$ cat src/rtl/power_detect.sv
// Signal-presence detector: hysteresis FSM over the integrated power stream,
// emitting start/end strobes and a per-event peak/duration record.
module power_detect #(
    parameter logic [7:0] BASE = 8'd0
) (
    input  logic        clk,
    input  logic        reset_n,
    input  logic        run,
    input  logic        set_stb,
    input  logic [7:0]  set_addr,
    input  logic [31:0] set_data,
    input  logic [31:0] power_in,
    input  logic        strobe_in,
    output logic        detect,
    output logic        start_stb,
    output logic        end_stb,
    output logic [31:0] peak_out,
    output logic [31:0] duration_out,
    output logic [15:0] event_count,
    output logic [31:0] debug
);

    typedef enum logic [2:0] {
        S_IDLE    = 3'd0,
        S_SEARCH  = 3'd1,
        S_QUALIFY = 3'd2,
        S_ACTIVE  = 3'd3,
        S_RELEASE = 3'd4
    } state_t;

    // Settings registers
    logic [31:0] thresh_hi_q, thresh_lo_q;
    logic [15:0] on_cnt_q, off_cnt_q;
    logic        enable_q;

    always_ff @(posedge clk or negedge reset_n) begin
        if (!reset_n) begin
            thresh_hi_q <= '0;
            thresh_lo_q <= '0;
            on_cnt_q    <= '0;
            off_cnt_q   <= '0;
            enable_q    <= 1'b0;
        end else if (set_stb) begin
            if (set_addr == BASE)         thresh_hi_q <= set_data;
            if (set_addr == BASE + 8'd1)  thresh_lo_q <= set_data;
            if (set_addr == BASE + 8'd2) begin
                on_cnt_q  <= set_data[15:0];
                off_cnt_q <= set_data[31:16];
            end
            if (set_addr == BASE + 8'd3)  enable_q <= set_data[0];
        end
    end

    state_t      state_q, state_d;
    logic [15:0] qual_q, qual_d;
    logic [31:0] peak_q, peak_d;
    logic [31:0] dur_q, dur_d;
    logic        start_q, start_d;
    logic        end_q, end_d;
    logic [31:0] peak_out_q, peak_out_d;
    logic [31:0] dur_out_q, dur_out_d;
    logic [15:0] evt_q, evt_d;
    logic        run_q;

    logic [15:0] on_eff, off_eff;
    logic [16:0] qual_inc;
    logic        hi, lo, go_idle, run_rise;
    logic        on_hit, off_hit, start_evt, end_evt;
    logic [31:0] peak_max, dur_inc;

    assign on_eff   = (on_cnt_q  == 16'd0) ? 16'd1 : on_cnt_q;
    assign off_eff  = (off_cnt_q == 16'd0) ? 16'd1 : off_cnt_q;
    assign hi       = power_in >= thresh_hi_q;
    assign lo       = power_in <  thresh_lo_q;
    assign go_idle  = !run || !enable_q;
    assign run_rise = run && !run_q;
    // 17-bit increment so a wrapped counter never falsely matches
    assign qual_inc = {1'b0, qual_q} + 17'd1;
    assign on_hit   = qual_inc == {1'b0, on_eff};
    assign off_hit  = qual_inc == {1'b0, off_eff};
    assign peak_max = (power_in > peak_q) ? power_in : peak_q;
    assign dur_inc  = (&dur_q) ? dur_q : dur_q + 32'd1;

    assign start_evt = !go_idle && strobe_in && hi &&
                       ((state_q == S_SEARCH  && on_eff == 16'd1) ||
                        (state_q == S_QUALIFY && on_hit));
    assign end_evt   = !go_idle && strobe_in && lo &&
                       ((state_q == S_ACTIVE  && off_eff == 16'd1) ||
                        (state_q == S_RELEASE && off_hit));

    // State and datapath registers
    always_ff @(posedge clk or negedge reset_n) begin
        if (!reset_n) begin
            state_q    <= S_IDLE;
            qual_q     <= '0;
            peak_q     <= '0;
            dur_q      <= '0;
            start_q    <= 1'b0;
            end_q      <= 1'b0;
            peak_out_q <= '0;
            dur_out_q  <= '0;
            evt_q      <= '0;
            run_q      <= 1'b0;
        end else begin
            state_q    <= state_d;
            qual_q     <= qual_d;
            peak_q     <= peak_d;
            dur_q      <= dur_d;
            start_q    <= start_d;
            end_q      <= end_d;
            peak_out_q <= peak_out_d;
            dur_out_q  <= dur_out_d;
            evt_q      <= evt_d;
            run_q      <= run;
        end
    end

    // Next-state logic
    always_comb begin
        state_d = state_q;
        if (go_idle) begin
            state_d = S_IDLE;
        end else begin
            case (state_q)
                S_IDLE:    state_d = S_SEARCH;
                S_SEARCH:  if (strobe_in && hi)
                               state_d = start_evt ? S_ACTIVE : S_QUALIFY;
                S_QUALIFY: if (strobe_in)
                               state_d = !hi ? S_SEARCH : (start_evt ? S_ACTIVE : S_QUALIFY);
                S_ACTIVE:  if (strobe_in && lo)
                               state_d = end_evt ? S_SEARCH : S_RELEASE;
                S_RELEASE: if (strobe_in)
                               state_d = !lo ? S_ACTIVE : (end_evt ? S_SEARCH : S_RELEASE);
                default:   state_d = S_IDLE;
            endcase
        end
    end

    // Datapath and output next values
    always_comb begin
        qual_d     = qual_q;
        peak_d     = peak_q;
        dur_d      = dur_q;
        peak_out_d = peak_out_q;
        dur_out_d  = dur_out_q;
        evt_d      = evt_q;
        start_d    = start_evt;
        end_d      = end_evt;
        if (run_rise) evt_d = '0;
        if (go_idle) begin
            qual_d = '0;
            peak_d = '0;
            dur_d  = '0;
        end else if (strobe_in) begin
            case (state_q)
                S_SEARCH: if (hi) begin
                    peak_d = power_in;
                    dur_d  = 32'd1;
                    qual_d = 16'd1;
                end
                S_QUALIFY: begin
                    peak_d = peak_max;
                    dur_d  = dur_inc;
                    if (hi) qual_d = qual_inc[15:0];
                end
                S_ACTIVE: begin
                    peak_d = peak_max;
                    dur_d  = dur_inc;
                    if (lo) qual_d = 16'd1;
                end
                S_RELEASE: begin
                    peak_d = peak_max;
                    dur_d  = dur_inc;
                    qual_d = lo ? qual_inc[15:0] : 16'd0;
                end
                default: ;
            endcase
        end
        // Record includes the completing strobe
        if (end_evt) begin
            peak_out_d = peak_max;
            dur_out_d  = dur_inc;
            evt_d      = evt_q + 16'd1;
        end
    end

    assign detect       = (state_q == S_ACTIVE) || (state_q == S_RELEASE);
    assign start_stb    = start_q;
    assign end_stb      = end_q;
    assign peak_out     = peak_out_q;
    assign duration_out = dur_out_q;
    assign event_count  = evt_q;
    assign debug        = {state_q, qual_q, 13'b0};

endmodule
$ cat config.mk
export PLATFORM = sky130hd
export DESIGN_NAME = power_detect
export DESIGN_NICKNAME = d
export VERILOG_FILES = /design/src/rtl/power_detect.sv
export SDC_FILE = /design/constraint.sdc
export NUM_CORES = 1
export LEC_CHECK = 0
export ABC_AREA = 0
export CORE_MARGIN = 1.5
export CORE_UTILIZATION = 45
export CTS_CLUSTER_DIAMETER = 30
export DETAILED_ROUTE_END_ITERATION = 6
export PLACE_DENSITY = 0.7
export SLEW_MARGIN = 20
export SYNTH_ARGS = -nofsm -noshare
export SYNTH_HDL_FRONTEND = slang
export SYNTH_SLANG_ARGS = --single-unit
$ cat constraint.sdc
create_clock -name clk -period 2.9 [get_ports clk]
set_input_delay 0.58 -clock clk [delete_from_list [all_inputs] [get_ports clk]]
set_output_delay 0.58 -clock clk [all_outputs]
set_load 0.05 [all_outputs]
==> impl_metrics.ini <==
[synthesis]
ys_ff_latch = 263
yosysWarnings = 0
synth_common_cells = 263 x dfrtp_1, 122 x inv_1, 113 x nand2_1
async_flop_share_pct = 100
synth.top_cell.area_share_pct = 41.6
synthTopCellsByArea = dfrtp_1 42%, ha_1 7.8%, mux2_2 7.3%
synth_edf_count = 0
synthMostInstantiatedCell = dfrtp_1
synth.avg_cell_area_um2 = 9.99
syn_area_um2 = 15800
ys_seq_area_share_pct = 41.6
yosys.area.top_type = dfrtp_1
syn_inst = 1583
synth_cell_types = 93
yosys_most_used_dff = dfrtp_1

[setup_path]
endpoint_kind = flip-flop
cp_max_fo = 8
r2r_cells = 13
regToRegStartpoint = peak_q[25]
r2r_end = peak_out[8]
crit_type = flip-flop to flip-flop
crit_required_ps = 3330
cp.arrival_ps = 3380
cp-start-kind = flip-flop
rrSetupSlack_ps = -40

[grt]
grtUsageTotal_pct = 27.3
grt_overflow = 0
grt_pass1_vias = 14100
antenna_found_initial = 4
grt_max_degree = 103
grt_pass1_wl_um = 77500

[worst_hold_path]
worstHoldStart = power_in[29]
holdPathStages = 2
hold_path.class = input port to flip-flop
worstHoldEndpoint = peak_q[29]

[sta]
hold_ws_ps = 442
worstMarginPinSlew_ps = 713
hold_viol_final = 0
setup_violations = 28
period_needed_ps = 2940
fmaxAchievable_mhz = 340
rsz0062_at_grt = yes
period_share_pct = 101
fin_skew_ps = 18.5
slew_headroom_pct = 52.0
setup_ws_ps = -42.6
slew_viol_final = 0

[placed_design]
place_congestion = 0.932
io_buffers = 178
dp_hpwl_um = 33900

[floorplan]
die_w_um = 190
io_pins = 192
initial_utilization_pct = 45.8
rows = 68
dieArea_um2 = 36300
die_h_um = 190
coreArea_um2 = 34500

[power_and_ir_drop]
p_leak_nw = 10.6
p_int_mw = 9.67
comb_power_share_pct = 8.8
p_sw_mw = 2.96
power_density_nw_per_um2 = 549
swShare_pct = 23.4
power_frac_clock_pct = 61.0
p_seq_share_pct = 30.2
irDropWorstVdd_uv = 477

[clock_tree]
worstSkewPairLatency_ps = 560
htree_levels = 3
clock_sinks = 263
cts_tree = yes
clockRootBuffer = clkbuf_16
clk_path_buf_depth = 3
path_clk_slew_ps = 40
cts_buffers = 66

[route]
vias_per_cell = 5.67
first_pass_iters = 5
wirelength_um = 50700
drc = 0
ant_nets = 0
via_count = 14100
wl_per_cell_um = 20.4
drt-initial-drc-count = 848

[final_layout]
layout-drive-gt1-share_pct = 30.4
area_growth_pct = 45.5
nNetsFinal = 2146
fin_util_pct = 66.6

[run_status]
failed_checks = setup timing
status = finished with violations

[flow_run]
max_cap_viol_count = 0
[placed cells by master (no fill, tap or decap), drive strengths merged, types with 6 or more instances in the layout]
cell type	instances
a211oi	11
a21o	8
a21oi	53
a22o	37
a31oi	21
and2	8
and3	33
and4	11
buf	219
bufinv	9
clkbuf	91
clkdlybuf4s50	144
clkinv	14
clkinvlp	10
conb	13
dfrtp	263
dlygate4sd2	26
ha	98
inv	124
mux2	161
nand2	113
nand2b	11
nand3	49
nand4	21
nor2	78
nor2b	11
nor3	22
nor3b	8
nor4	25
o2111ai	6
o211ai	6
o21ai	124
o22ai	18
o31ai	15
or3	7
xnor2	38
xor2	24
[metal layers]
layer,global-route usage (%),wire length [µm],vias up
met2,43.4,23900,508
met1,36.9,22000,6941
li1,-,-,6512
met5,0,0,-
met3,5.32,3280,104
met4,10.2,1480,0
[worst max-delay path by stage]
stage | startpoint | end | depth (start not counted)
floorplan | qual_q[0] | duration_out[2] | 10
global placement | power_in[30] | peak_out[20] | 13
detailed placement | power_in[30] | peak_out[21] | 13
CTS | peak_q[25] | peak_out[3] | 12
global route | peak_q[19] | peak_out[8] | 13
finish | peak_q[25] | peak_out[8] | 13
[cells by family after synthesis]
group	after synthesis	synth area share (%)
mux	166	11.8
xor+xnor	64	3.77
fa+ha+maj	98	7.75
other cells	1	0.0237
compound gates	353	14.7
flops	263	41.6
simple gates	423	14.4
buf+inv	215	5.98
[per-stage QoR]
step	power, mW	instances	cell area (µm²)	worst slack (ps)	setup TNS, ps
finish	12.6	2481	23000	-42.6	-333
floorplan	4.34	1595	15900	5.27	0
CTS	12.6	2463	22400	-18.4	-129
detailed placement	4.85	2322	19400	-1020	-139090
global placement	4.82	2322	19400	-1030	-136100
global route	13.0	2480	23000	-136	-6760
[repair_timing]
item,CTS,global route
resized for setup,103,103
hold buffers,1,0
pin swaps,23,53
endpoints found under the setup margin,162,161
endpoints found under the hold margin,16,0
gates cloned,5,5
buffers inserted,16,11
[critical path: stages (launching register included)]
cell and delay [ps]:
dfrtp_1 380, inv_2 60, ha_4 260, nand4_1 160, nor4_2 360, buf_4 190
nand2_4 60, nor2_4 130, a221oi_4 80, a21oi_4 260, buf_6 160, buf_12 130
mux2_2 340, mux2_4 260
[sequential cells by signal, indices dropped and copies added, names as in the netlist]
signal / flops
dur_q: 32
duration_out: 32
enable_q: 1
end_stb: 1
event_count: 16
off_cnt_q: 16
on_cnt_q: 16
peak_out: 32
peak_q: 32
qual_q: 16
run_q: 1
start_stb: 1
state_q: 3
thresh_hi_q: 32
thresh_lo_q: 32
[power groups by stage]
stage	Combinational, mW	Sequential (mW)	Clock, mW
floorplan	0.487	3.85	0
global placement	0.959	3.86	0
detailed placement	0.985	3.87	0
CTS	1.05	3.81	7.77
global route	1.21	3.82	8.01
finish	1.11	3.82	7.70
[cell type report]
type	count	area [µm²]
fill	2575	11500
inverter	122	458
clock buffer	85	1900
multi-input combinational	1117	9100
antenna	3	7.51
tap	455	569
sequential	263	6600
timing repair buffer	401	3930
clock inverter	35	448
(Power assumes the default switching activity.)
